===== src/rtl/uart_tx_arbiter_pkg.sv =====
// Shared types and defaults for the UART transmit arbiter and its round-robin picker.
package uart_pkg;

    typedef enum logic [1:0] {IDLE, SEND, LOAD, WAIT} arb_state_e;

    localparam int DEF_NUM_REQ     = 4;
    localparam int DEF_DATA_W      = 8;
    localparam int DEF_TIMEOUT_CYC = 65535;

    // Index width that never collapses to zero bits for tiny counts.
    function automatic int idx_width(input int n);
        return (n <= 2) ? 1 : $clog2(n);
    endfunction

endpackage


===== src/rtl/uart_tx_arbiter_if.sv =====
// Requester byte streams plus the transmitter load/done handshake.
// master is the arbiter's view; slave is the requesters/transmitter view.
interface uart_tx_arbiter_if #(
    parameter int NUM_REQ = 4,
    parameter int DATA_W  = 8
);
    logic [NUM_REQ-1:0]        req_valid;
    logic [NUM_REQ*DATA_W-1:0] req_data;
    logic [NUM_REQ-1:0]        req_last;
    logic [NUM_REQ-1:0]        req_ready;
    logic                      uart_write_en;
    logic [DATA_W-1:0]         uart_data;
    logic                      uart_busy;
    logic                      uart_done;

    modport master (
        input  req_valid, req_data, req_last, uart_busy, uart_done,
        output req_ready, uart_write_en, uart_data
    );

    modport slave (
        output req_valid, req_data, req_last, uart_busy, uart_done,
        input  req_ready, uart_write_en, uart_data
    );
endinterface


===== src/rtl/uart_tx_arbiter_rr_arbiter.sv =====
// Combinational rotate-priority pick: first set request after ptr, wrapping modulo N.
module rr_arbiter
    import uart_pkg::*;
#(
    parameter int N = DEF_NUM_REQ
)(
    input  logic [N-1:0]              req,
    input  logic [idx_width(N)-1:0]   ptr,
    output logic                      any,
    output logic [idx_width(N)-1:0]   winner
);
    localparam int W = idx_width(N);

    int          idx;
    logic [W-1:0] sel;

    always_comb begin
        any    = 1'b0;
        winner = '0;
        idx    = 0;
        sel    = '0;
        for (int off = 1; off <= N; off++) begin
            idx = (int'(ptr) + off) % N;
            sel = W'(idx);
            if (!any && req[sel]) begin
                any    = 1'b1;
                winner = sel;
            end
        end
    end
endmodule


===== src/rtl/uart_tx_arbiter.sv =====
// Round-robin owner of a single UART transmitter; holds the grant for a whole packet
// and releases it through a watchdog if the owner or the transmitter stalls.
module uart_tx_arbiter
    import uart_pkg::*;
#(
    parameter int NUM_REQ     = DEF_NUM_REQ,
    parameter int DATA_W      = DEF_DATA_W,
    parameter int TIMEOUT_CYC = DEF_TIMEOUT_CYC
)(
    input  logic                           clk,
    input  logic                           rst,
    uart_tx_arbiter_if.master              bus,
    output logic [idx_width(NUM_REQ)-1:0]  grant_id,
    output logic                           busy,
    output logic                           timeout_err,
    input  logic                           err_clr
);
    localparam int IDX_W = idx_width(NUM_REQ);
    localparam int WD_W  = idx_width(TIMEOUT_CYC);

    arb_state_e        state, state_nx;
    logic [IDX_W-1:0]  rr_ptr, win;
    logic              any;
    logic [DATA_W-1:0] data_q;
    logic              last_q;
    logic [WD_W-1:0]   wd_cnt;
    logic              hs, wd_exp, to_set;
    logic              own_valid, own_last;
    logic [DATA_W-1:0] data_arr [NUM_REQ];
    logic [NUM_REQ-1:0] ready;
    logic              write_en;
    logic [DATA_W-1:0] tx_data;

    rr_arbiter #(.N(NUM_REQ)) u_pick (
        .req    (bus.req_valid),
        .ptr    (rr_ptr),
        .any    (any),
        .winner (win)
    );

    always_comb begin
        for (int i = 0; i < NUM_REQ; i++) data_arr[i] = bus.req_data[i*DATA_W +: DATA_W];
    end

    assign own_valid = bus.req_valid[grant_id];
    assign own_last  = bus.req_last[grant_id];
    assign wd_exp    = (wd_cnt == WD_W'(TIMEOUT_CYC - 1));

    always_ff @(posedge clk or negedge rst) begin
        if (!rst) begin
            state       <= IDLE;
            grant_id    <= '0;
            rr_ptr      <= IDX_W'(NUM_REQ - 1);
            data_q      <= '0;
            last_q      <= 1'b0;
            wd_cnt      <= '0;
            timeout_err <= 1'b0;
        end else begin
            state <= state_nx;
            if (state == IDLE && state_nx == SEND) grant_id <= win;
            if (hs) begin
                data_q <= data_arr[grant_id];
                last_q <= own_last;
            end
            if ((state == WAIT && bus.uart_done && last_q) || to_set) rr_ptr <= grant_id;
            // Counter restarts on every entry to SEND/WAIT, including WAIT->SEND mid-packet.
            if (state_nx != state && (state_nx == SEND || state_nx == WAIT))
                wd_cnt <= '0;
            else if (state == SEND || state == WAIT)
                wd_cnt <= wd_cnt + WD_W'(1);
            else
                wd_cnt <= '0;
            if (to_set)       timeout_err <= 1'b1;
            else if (err_clr) timeout_err <= 1'b0;
        end
    end

    always_comb begin
        state_nx = state;
        ready    = '0;
        write_en = 1'b0;
        tx_data  = '0;
        hs       = 1'b0;
        to_set   = 1'b0;
        case (state)
            IDLE: if (any && !bus.uart_busy) state_nx = SEND;
            SEND: begin
                ready[grant_id] = own_valid;
                hs = own_valid;
                if (hs) state_nx = LOAD;
                else if (wd_exp) begin
                    to_set   = 1'b1;
                    state_nx = IDLE;
                end
            end
            LOAD: begin
                write_en = 1'b1;
                tx_data  = data_q;
                state_nx = WAIT;
            end
            WAIT: begin
                // done takes priority over a watchdog expiry in the same cycle
                if (bus.uart_done) state_nx = last_q ? IDLE : SEND;
                else if (wd_exp) begin
                    to_set   = 1'b1;
                    state_nx = IDLE;
                end
            end
            default: state_nx = IDLE;
        endcase
    end

    assign bus.req_ready     = ready;
    assign bus.uart_write_en = write_en;
    assign bus.uart_data     = tx_data;
    assign busy              = (state != IDLE);
endmodule

===== src/flat_wrapper.sv =====
// flat-port wrapper written by rule: the top's interface ports become plain ports
module uart_tx_arbiter_flat import uart_pkg::*;
#(
    parameter int NUM_REQ     = DEF_NUM_REQ,
    parameter int DATA_W      = DEF_DATA_W,
    parameter int TIMEOUT_CYC = DEF_TIMEOUT_CYC
)
  (clk, rst, grant_id, busy, timeout_err, err_clr, bus_req_valid, bus_req_data, bus_req_last, bus_uart_busy, bus_uart_done, bus_req_ready, bus_uart_write_en, bus_uart_data);
  uart_tx_arbiter_if #(.NUM_REQ(NUM_REQ), .DATA_W(DATA_W)) bus_i ();
  input  logic clk;
  input  logic rst;
  output logic [idx_width(NUM_REQ)-1:0] grant_id;
  output logic busy;
  output logic timeout_err;
  input  logic err_clr;
  input wire logic [$bits(bus_i.req_valid)-1:0] bus_req_valid;
  input wire logic [$bits(bus_i.req_data)-1:0] bus_req_data;
  input wire logic [$bits(bus_i.req_last)-1:0] bus_req_last;
  input wire logic [$bits(bus_i.uart_busy)-1:0] bus_uart_busy;
  input wire logic [$bits(bus_i.uart_done)-1:0] bus_uart_done;
  output wire logic [$bits(bus_i.req_ready)-1:0] bus_req_ready;
  output wire logic [$bits(bus_i.uart_write_en)-1:0] bus_uart_write_en;
  output wire logic [$bits(bus_i.uart_data)-1:0] bus_uart_data;
  assign bus_i.req_valid = bus_req_valid;
  assign bus_i.req_data = bus_req_data;
  assign bus_i.req_last = bus_req_last;
  assign bus_i.uart_busy = bus_uart_busy;
  assign bus_i.uart_done = bus_uart_done;
  assign bus_req_ready = bus_i.req_ready;
  assign bus_uart_write_en = bus_i.uart_write_en;
  assign bus_uart_data = bus_i.uart_data;
  uart_tx_arbiter #(.NUM_REQ(NUM_REQ), .DATA_W(DATA_W), .TIMEOUT_CYC(TIMEOUT_CYC)) u_core (.clk(clk), .rst(rst), .bus(bus_i), .grant_id(grant_id), .busy(busy), .timeout_err(timeout_err), .err_clr(err_clr));
endmodule

===== config.mk =====
export PLATFORM = sky130hd
export DESIGN_NAME = uart_tx_arbiter_flat
export DESIGN_NICKNAME = d
export VERILOG_FILES = /design/src/rtl/uart_tx_arbiter_pkg.sv /design/src/rtl/uart_tx_arbiter_if.sv /design/src/rtl/uart_tx_arbiter_rr_arbiter.sv /design/src/rtl/uart_tx_arbiter.sv /design/src/flat_wrapper.sv
export SDC_FILE = /design/constraint.sdc
export NUM_CORES = 1
export LEC_CHECK = 0
export ABC_AREA = 0
export CAP_MARGIN = 25
export CORE_MARGIN = 2
export CORE_UTILIZATION = 50
export DETAILED_ROUTE_END_ITERATION = 8
export PLACE_DENSITY = 0.85
export SLEW_MARGIN = 20
export SYNTH_ARGS = -nofsm -noshare
export SYNTH_HDL_FRONTEND = slang
export SYNTH_HIERARCHICAL = 1
export SYNTH_SLANG_ARGS = --single-unit

===== constraint.sdc =====
create_clock -name clk -period 5.05 [get_ports clk]
set_input_delay 0.505 -clock clk [delete_from_list [all_inputs] [get_ports clk]]
set_output_delay 0.505 -clock clk [all_outputs]
set_load 0.005 [all_outputs]

==> impl_metrics.json, run 1 <==
{
  "regArea_um2": 803,
  "io_buffer_count": 61,
  "multi_input_area_um2": 1050,
  "max_freq_ghz": 0.311,
  "die-area_um2": 4420,
  "num_vias": 1554,
  "timing.rr.end": "u_core/data_q[1]",
  "grt_usage_pct": 22.1,
  "drive_gt1_share_pct": 14.0,
  "cts_resized": 0,
  "p_leak_nw": 1.08,
  "mappedNetlistArea_um2": 1950,
  "min_to": "u_core/data_q[7]",
  "rows": 22,
  "antenna_cells": 0,
  "ir_worst_vdd_mv": 0.337,
  "pwr-share-seq_pct": 40.1,
  "slew_violations": 0,
  "fin_area_um2": 2640,
  "hold_start": "u_core/data_q[7]",
  "rrSetupSlack_ns": 2.85,
  "grt_overflow": 0,
  "path_class": "register to output port",
  "final_nets": 282,
  "drt_iter0_markers": 73,
  "pin_count": 62,
  "fp.dieW_um": 66.5,
  "crit_required_ns": 4.55,
  "cts_hold_buffers": 0,
  "final_common_cell": "clkdlybuf4s50_1",
  "cts_tree": "built",
  "finalSetupViolCount": 0,
  "fin_tns_setup_ns": 0,
  "rr_startpoint": "u_core/grant_id[0]",
  "rsz0062_at_grt": "false",
  "fin_util_pct": 71.0,
  "synth_warnings": 6,
  "hpwlAfterDp_mm": 3.22,
  "drv_cap": 0,
  "period_needed_ns": 3.21,
  "ys_seq_area_share_pct": 41.2,
  "routed_wl_mm": 4.39,
  "first_pass_iters": 4,
  "grt_pass1_vias": 1607,
  "place.gp.congestion": 0.744,
  "synth_cells": 174,
  "hold_viol_final": 0,
  "ys_ff_latch": 32,
  "final_antenna_net_count": 0,
  "ys_types": 43,
  "drc": 0,
  "dp_cells": 276,
  "vias_per_cell": 5.49,
  "post-route-period-util_pct": 63.7,
  "grt_pass1_wl_mm": 7.22,
  "cts_setup_buffers": 0,
  "reg2reg_depth": 3,
  "synth.avg_cell_area_um2": 11.2,
  "cp_max_fo": 17,
  "insertion_delay_ns": 0.28,
  "max_slew_margin_pct": 52.8,
  "hold_depth": 1,
  "swShare_pct": 33.8,
  "tightest_slew_ns": 0.708,
  "ys_top_cells_by_area": "dfrtp_1 38%, mux4_1 6.7%, mux2_2 6.3%, mux4_2 5.8%, xor2_1 4.5%",
  "synthesis.nets": 221,
  "cts_buffers": 5,
  "grt_max_degree": 33,
  "placed_area_um2": 2560,
  "area_delta_synth_final_pct": 35.1,
  "antenna_found_initial": 0,
  "crit_arrival_ns": 2.71,
  "root_buffer": "clkbuf_8",
  "initial_core_util_pct": 52.5,
  "h-tree-depth": 2,
  "p_clk_share_pct": 16.8,
  "combPwrFrac_pct": 43.1,
  "outcome": "finished clean",
  "wl_per_cell_um": 15.5,
  "skew_ns": 0.00345,
  "power.switching_mw": 0.366,
  "final_cell_count_no_fill": 283,
  "clkSinkCount": 32,
  "final_cell_mix": "61 x clkdlybuf4s50_1, 30 x dfrtp_1, 21 x nor2_1",
  "endpoint_kind": "output port",
  "power.internal_mw": 0.718,
  "die_h_um": 66.5,
  "synth_top_area_share_pct": 38.5,
  "start_kind": "register",
  "coreArea_um2": 3720,
  "synth_top_area_cell": "dfrtp_1",
  "clockBufferDepth": 2,
  "min_path_type": "register to register",
  "p_total_mw": 1.08,
  "path_clk_slew_ns": 0.06,
  "p_per_area_nw_per_um2": 411,
  "fillers": 295
}
[cells by family after synthesis]
logic type                 count (synthesis)  synth area share, %
adders and majority gates                  2                 1.28
and+or+nand+nor                           74                 21.2
buffers and inverters                     15                 5.13
DFF                                       32                 41.2
xor gates and xnor gates                  13                 5.83
AOI/OAI and AO/OA                         14                 4.94
muxes                                     24                 20.5
[critical path, cell delays in order, from the launching register on]
cell	delay, ns
dfrtp_1	0.80
mux4_2	0.63
nand3_2	0.28
inv_1	0.09
and3_1	0.20
clkdlybuf4s50_1	0.44
[registers in the layout (all words and copies together) (netlist names)]
register / count
u_core/wd_cnt: 16
u_core/state: 2
u_core/rr_ptr: 2
u_core/last_q: 1
u_core/grant_id: 2
u_core/data_q: 8
u_core/timeout_err: 1
[worst max path at each step]
stage / startpoint / endpoint / slack (ns)
6_report: u_core/grant_id[0] / bus_req_ready[3] / 1.84
3_3_place_gp: bus_req_valid[1] / bus_req_ready[2] / 2.10
2_1_floorplan: u_core/grant_id[0] / bus_req_ready[3] / 3.05
3_5_place_dp: bus_req_valid[1] / bus_req_ready[3] / 2.04
5_1_grt: u_core/grant_id[0] / bus_req_ready[3] / 1.66
4_1_cts: u_core/grant_id[0] / bus_req_ready[3] / 1.80
[cells in the mapped netlist (all sizes together)]
cell and count:
dfrtp 30, inv 6, and2 11, a31oi 3
nor4 2, a21oi 5, and3 1, or4 1
and4 3, xor2 10, o21ai 4, nand3 9
nor2 21, nand2 8, nor3 2, mux4 10
or3 1, nand4 8, nor3b 2, xnor2 3
nand2b 4, o21a 1, mux2i 1, clkbuf 5
and2b 1, o221ai 1, mux2 13, ha 2
dfstp 2, buf 4
[routing by layer]
| layer | share of wire, % | routed length, um | track usage, % |
|---|---|---|---|
| met5 | 0 | 0 | 0 |
| met4 | 1.7 | 73 | 11.5 |
| met1 | 43 | 1870 | 26.5 |
| met2 | 49 | 2140 | 35.8 |
| met3 | 6.9 | 303 | 6.76 |
[per-stage QoR]
step                      hold slack (ns)  worst slack [ns]
after floorplan                     0.209              3.05
after global placement              0.480              2.10
after detailed placement            0.487              2.04
after CTS                           0.501              1.80
after global routing                0.517              1.66
final                               0.498              1.84
[power groups by stage]
| stage | logic (mW) | registers (mW) | clock network (mW) |
|---|---|---|---|
| finish | 0.467 | 0.435 | 0.182 |
| global placement | 0.449 | 0.434 | 0 |
| detailed placement | 0.465 | 0.440 | 0 |
| global route | 0.504 | 0.451 | 0.195 |
| CTS | 0.467 | 0.435 | 0.186 |
| floorplan | 0.376 | 0.377 | 0 |
[layout make-up]
| class | instances | share of cell area (%) |
|---|---|---|
| Inverter | 6 | 0.854 |
| Multi-Input combinational cell | 127 | 39.8 |
| Sequential cell | 32 | 30.5 |
| Clock inverter | 1 | 0.190 |
| Clock buffer | 6 | 2.75 |
| Timing Repair Buffer | 63 | 23.7 |
| Tap cell | 48 | 2.28 |
Note: power is estimated with default switching activity, not from simulation.
==> inputs of run 2 (changes only) <==
--- a/config.mk
+++ b/config.mk
@@ -8,9 +8,9 @@
 export ABC_AREA = 0
 export CAP_MARGIN = 25
 export CORE_MARGIN = 2
-export CORE_UTILIZATION = 50
+export CORE_UTILIZATION = 46
 export DETAILED_ROUTE_END_ITERATION = 8
-export PLACE_DENSITY = 0.85
+export PLACE_DENSITY = 0.79
 export SLEW_MARGIN = 20
 export SYNTH_ARGS = -nofsm -noshare
 export SYNTH_HDL_FRONTEND = slang
==> constraint.sdc (replaced) <==
create_clock -name clk -period 3 [get_ports clk]
set_input_delay 0.3 -clock clk [delete_from_list [all_inputs] [get_ports clk]]
set_output_delay 0.3 -clock clk [all_outputs]
set_load 0.005 [all_outputs]
==> impl_metrics.json, run 2 (synthesis results as in run 1) <==
{
  "endpoint_kind": "output port",
  "final_cell_mix": "61 x clkdlybuf4s50_1, 30 x dfrtp_1, 21 x nor2_1",
  "largest_reg_flops": 16,
  "clockBufferDepth": 2,
  "rows": 23,
  "h-tree-depth": 2,
  "final_antenna_net_count": 0,
  "place.gp.congestion": 0.742,
  "io_buffer_count": 61,
  "top_regs": "u_core/wd_cnt x16, u_core/data_q x8",
  "vias_per_cell": 5.27,
  "tightest_slew_ns": 0.535,
  "min_path_type": "input port to async pin",
  "clkSinkCount": 32,
  "outcome": "finished clean",
  "cts_resized": 0,
  "num_vias": 1519,
  "routed_wl_mm": 4.30,
  "path_clk_slew_ns": 0.07,
  "cts_hold_buffers": 0,
  "path_class": "input port to output port",
  "cts_tree": "built",
  "finalSetupViolCount": 0,
  "drt_iter0_markers": 63,
  "drv_cap": 0,
  "fillers": 332,
  "initial_core_util_pct": 48.4,
  "top_usage_layer": "met2",
  "reg2reg_depth": 3,
  "grt_max_degree": 33,
  "hpwlAfterDp_mm": 3.26,
  "crit_end": "bus_req_ready[2]",
  "antenna_found_initial": 0,
  "p_total_mw": 1.95,
  "coreArea_um2": 4030,
  "p_leak_nw": 1.10,
  "root_buffer": "clkbuf_8",
  "regArea_um2": 803,
  "rr_startpoint": "u_core/grant_id[0]",
  "crit_arrival_ns": 2.30,
  "drc": 0,
  "cts_setup_buffers": 0,
  "skew_ns": 0.00546,
  "cp_max_fo": 14,
  "rsz0062_at_grt": "false",
  "first_pass_iters": 4,
  "max_slew_margin_pct": 64.2,
  "post-route-period-util_pct": 86.6,
  "slew_violations": 0,
  "final_common_cell": "clkdlybuf4s50_1",
  "final_nets": 284,
  "grt_pass1_vias": 1542,
  "p_per_area_nw_per_um2": 727,
  "max_freq_ghz": 0.385,
  "pin_count": 62,
  "grt_usage_pct": 19.6,
  "hold_viol_final": 0,
  "grt_pass1_wl_mm": 7.45,
  "die_h_um": 69.1,
  "antenna_cells": 0,
  "period_needed_ns": 2.60,
  "ir_worst_vdd_mv": 0.587,
  "grt_overflow": 0,
  "crit_start": "bus_req_valid[1]",
  "largest-register": "u_core/wd_cnt",
  "crit_required_ns": 2.70,
  "wl_per_cell_um": 14.9,
  "fin_tns_setup_ns": 0,
  "rrSetupSlack_ns": 1.30,
  "die-area_um2": 4780,
  "cts_buffers": 5,
  "drive_gt1_share_pct": 15.1,
  "multi_input_area_um2": 1050,
  "grt_use_met3_pct": 6.29,
  "timing.rr.end": "u_core/last_q",
  "area_delta_synth_final_pct": 37.6,
  "start_kind": "input port",
  "fp.dieW_um": 69.1,
  "grt_util_met1_pct": 24.3,
  "grt_use_met2_pct": 32.4,
  "insertion_delay_ns": 0.28
}
[run 2: cell types whose count changed in the layout (fill, tap and decap cells not counted)]
cell / delta
bufinv_16: +1
buf_4: +2
[run 2: through the flow]
stage,hold WS [ns],util [%],setup WS [ns],area (um2),instances
6_report,0.411,66.6,0.402,2690,288
2_1_floorplan,0.00441,-,1.20,1950,174
3_3_place_gp,0.480,64.0,0.452,2580,280
4_1_cts,0.423,66.6,0.395,2690,288
3_5_place_dp,0.486,64.0,0.397,2580,280
5_1_grt,0.443,66.6,0.273,2690,288
[run 2: worst min path at each step]
stage,cells past startpoint,to,startpoint
after detailed placement,1,u_core/data_q[7],u_core/data_q[7]
final,2,u_core/grant_id[0],rst
after floorplan,0,u_core/data_q[0],rst
after CTS,2,u_core/timeout_err,rst
after global routing,2,u_core/wd_cnt[9],rst
after global placement,1,u_core/data_q[5],u_core/data_q[5]
[run 2: worst max-delay path, cell delays in order]
cell and delay, ns:
clkdlybuf4s50_1 0.56, mux4_2 0.31, nand3_2 0.30, nor3b_1 0.29, clkdlybuf4s50_1 0.53
[run 2: layout make-up]
class,count,area share [%]
Multi-Input combinational cell,127,39.0
Sequential cell,32,29.9
Timing Repair Buffer,65,23.9
Clock buffer,6,2.70
Tap cell,50,2.33
Clock inverter,2,1.30
Inverter,6,0.839
[run 2: power breakdown]
part	leakage (nW)	total [mW]	switching, mW	internal, mW
sequential	0.409	0.664	0.0990	0.565
clock	0.0552	0.408	0.161	0.246
combinational	0.636	0.879	0.375	0.504
[run 2: per-layer routing]
layer | up-vias | routed length, um
met5 | - | 0
met4 | 0 | 66
met3 | 6 | 189
met2 | 33 | 2120
met1 | 730 | 1930
li1 | 750 | -
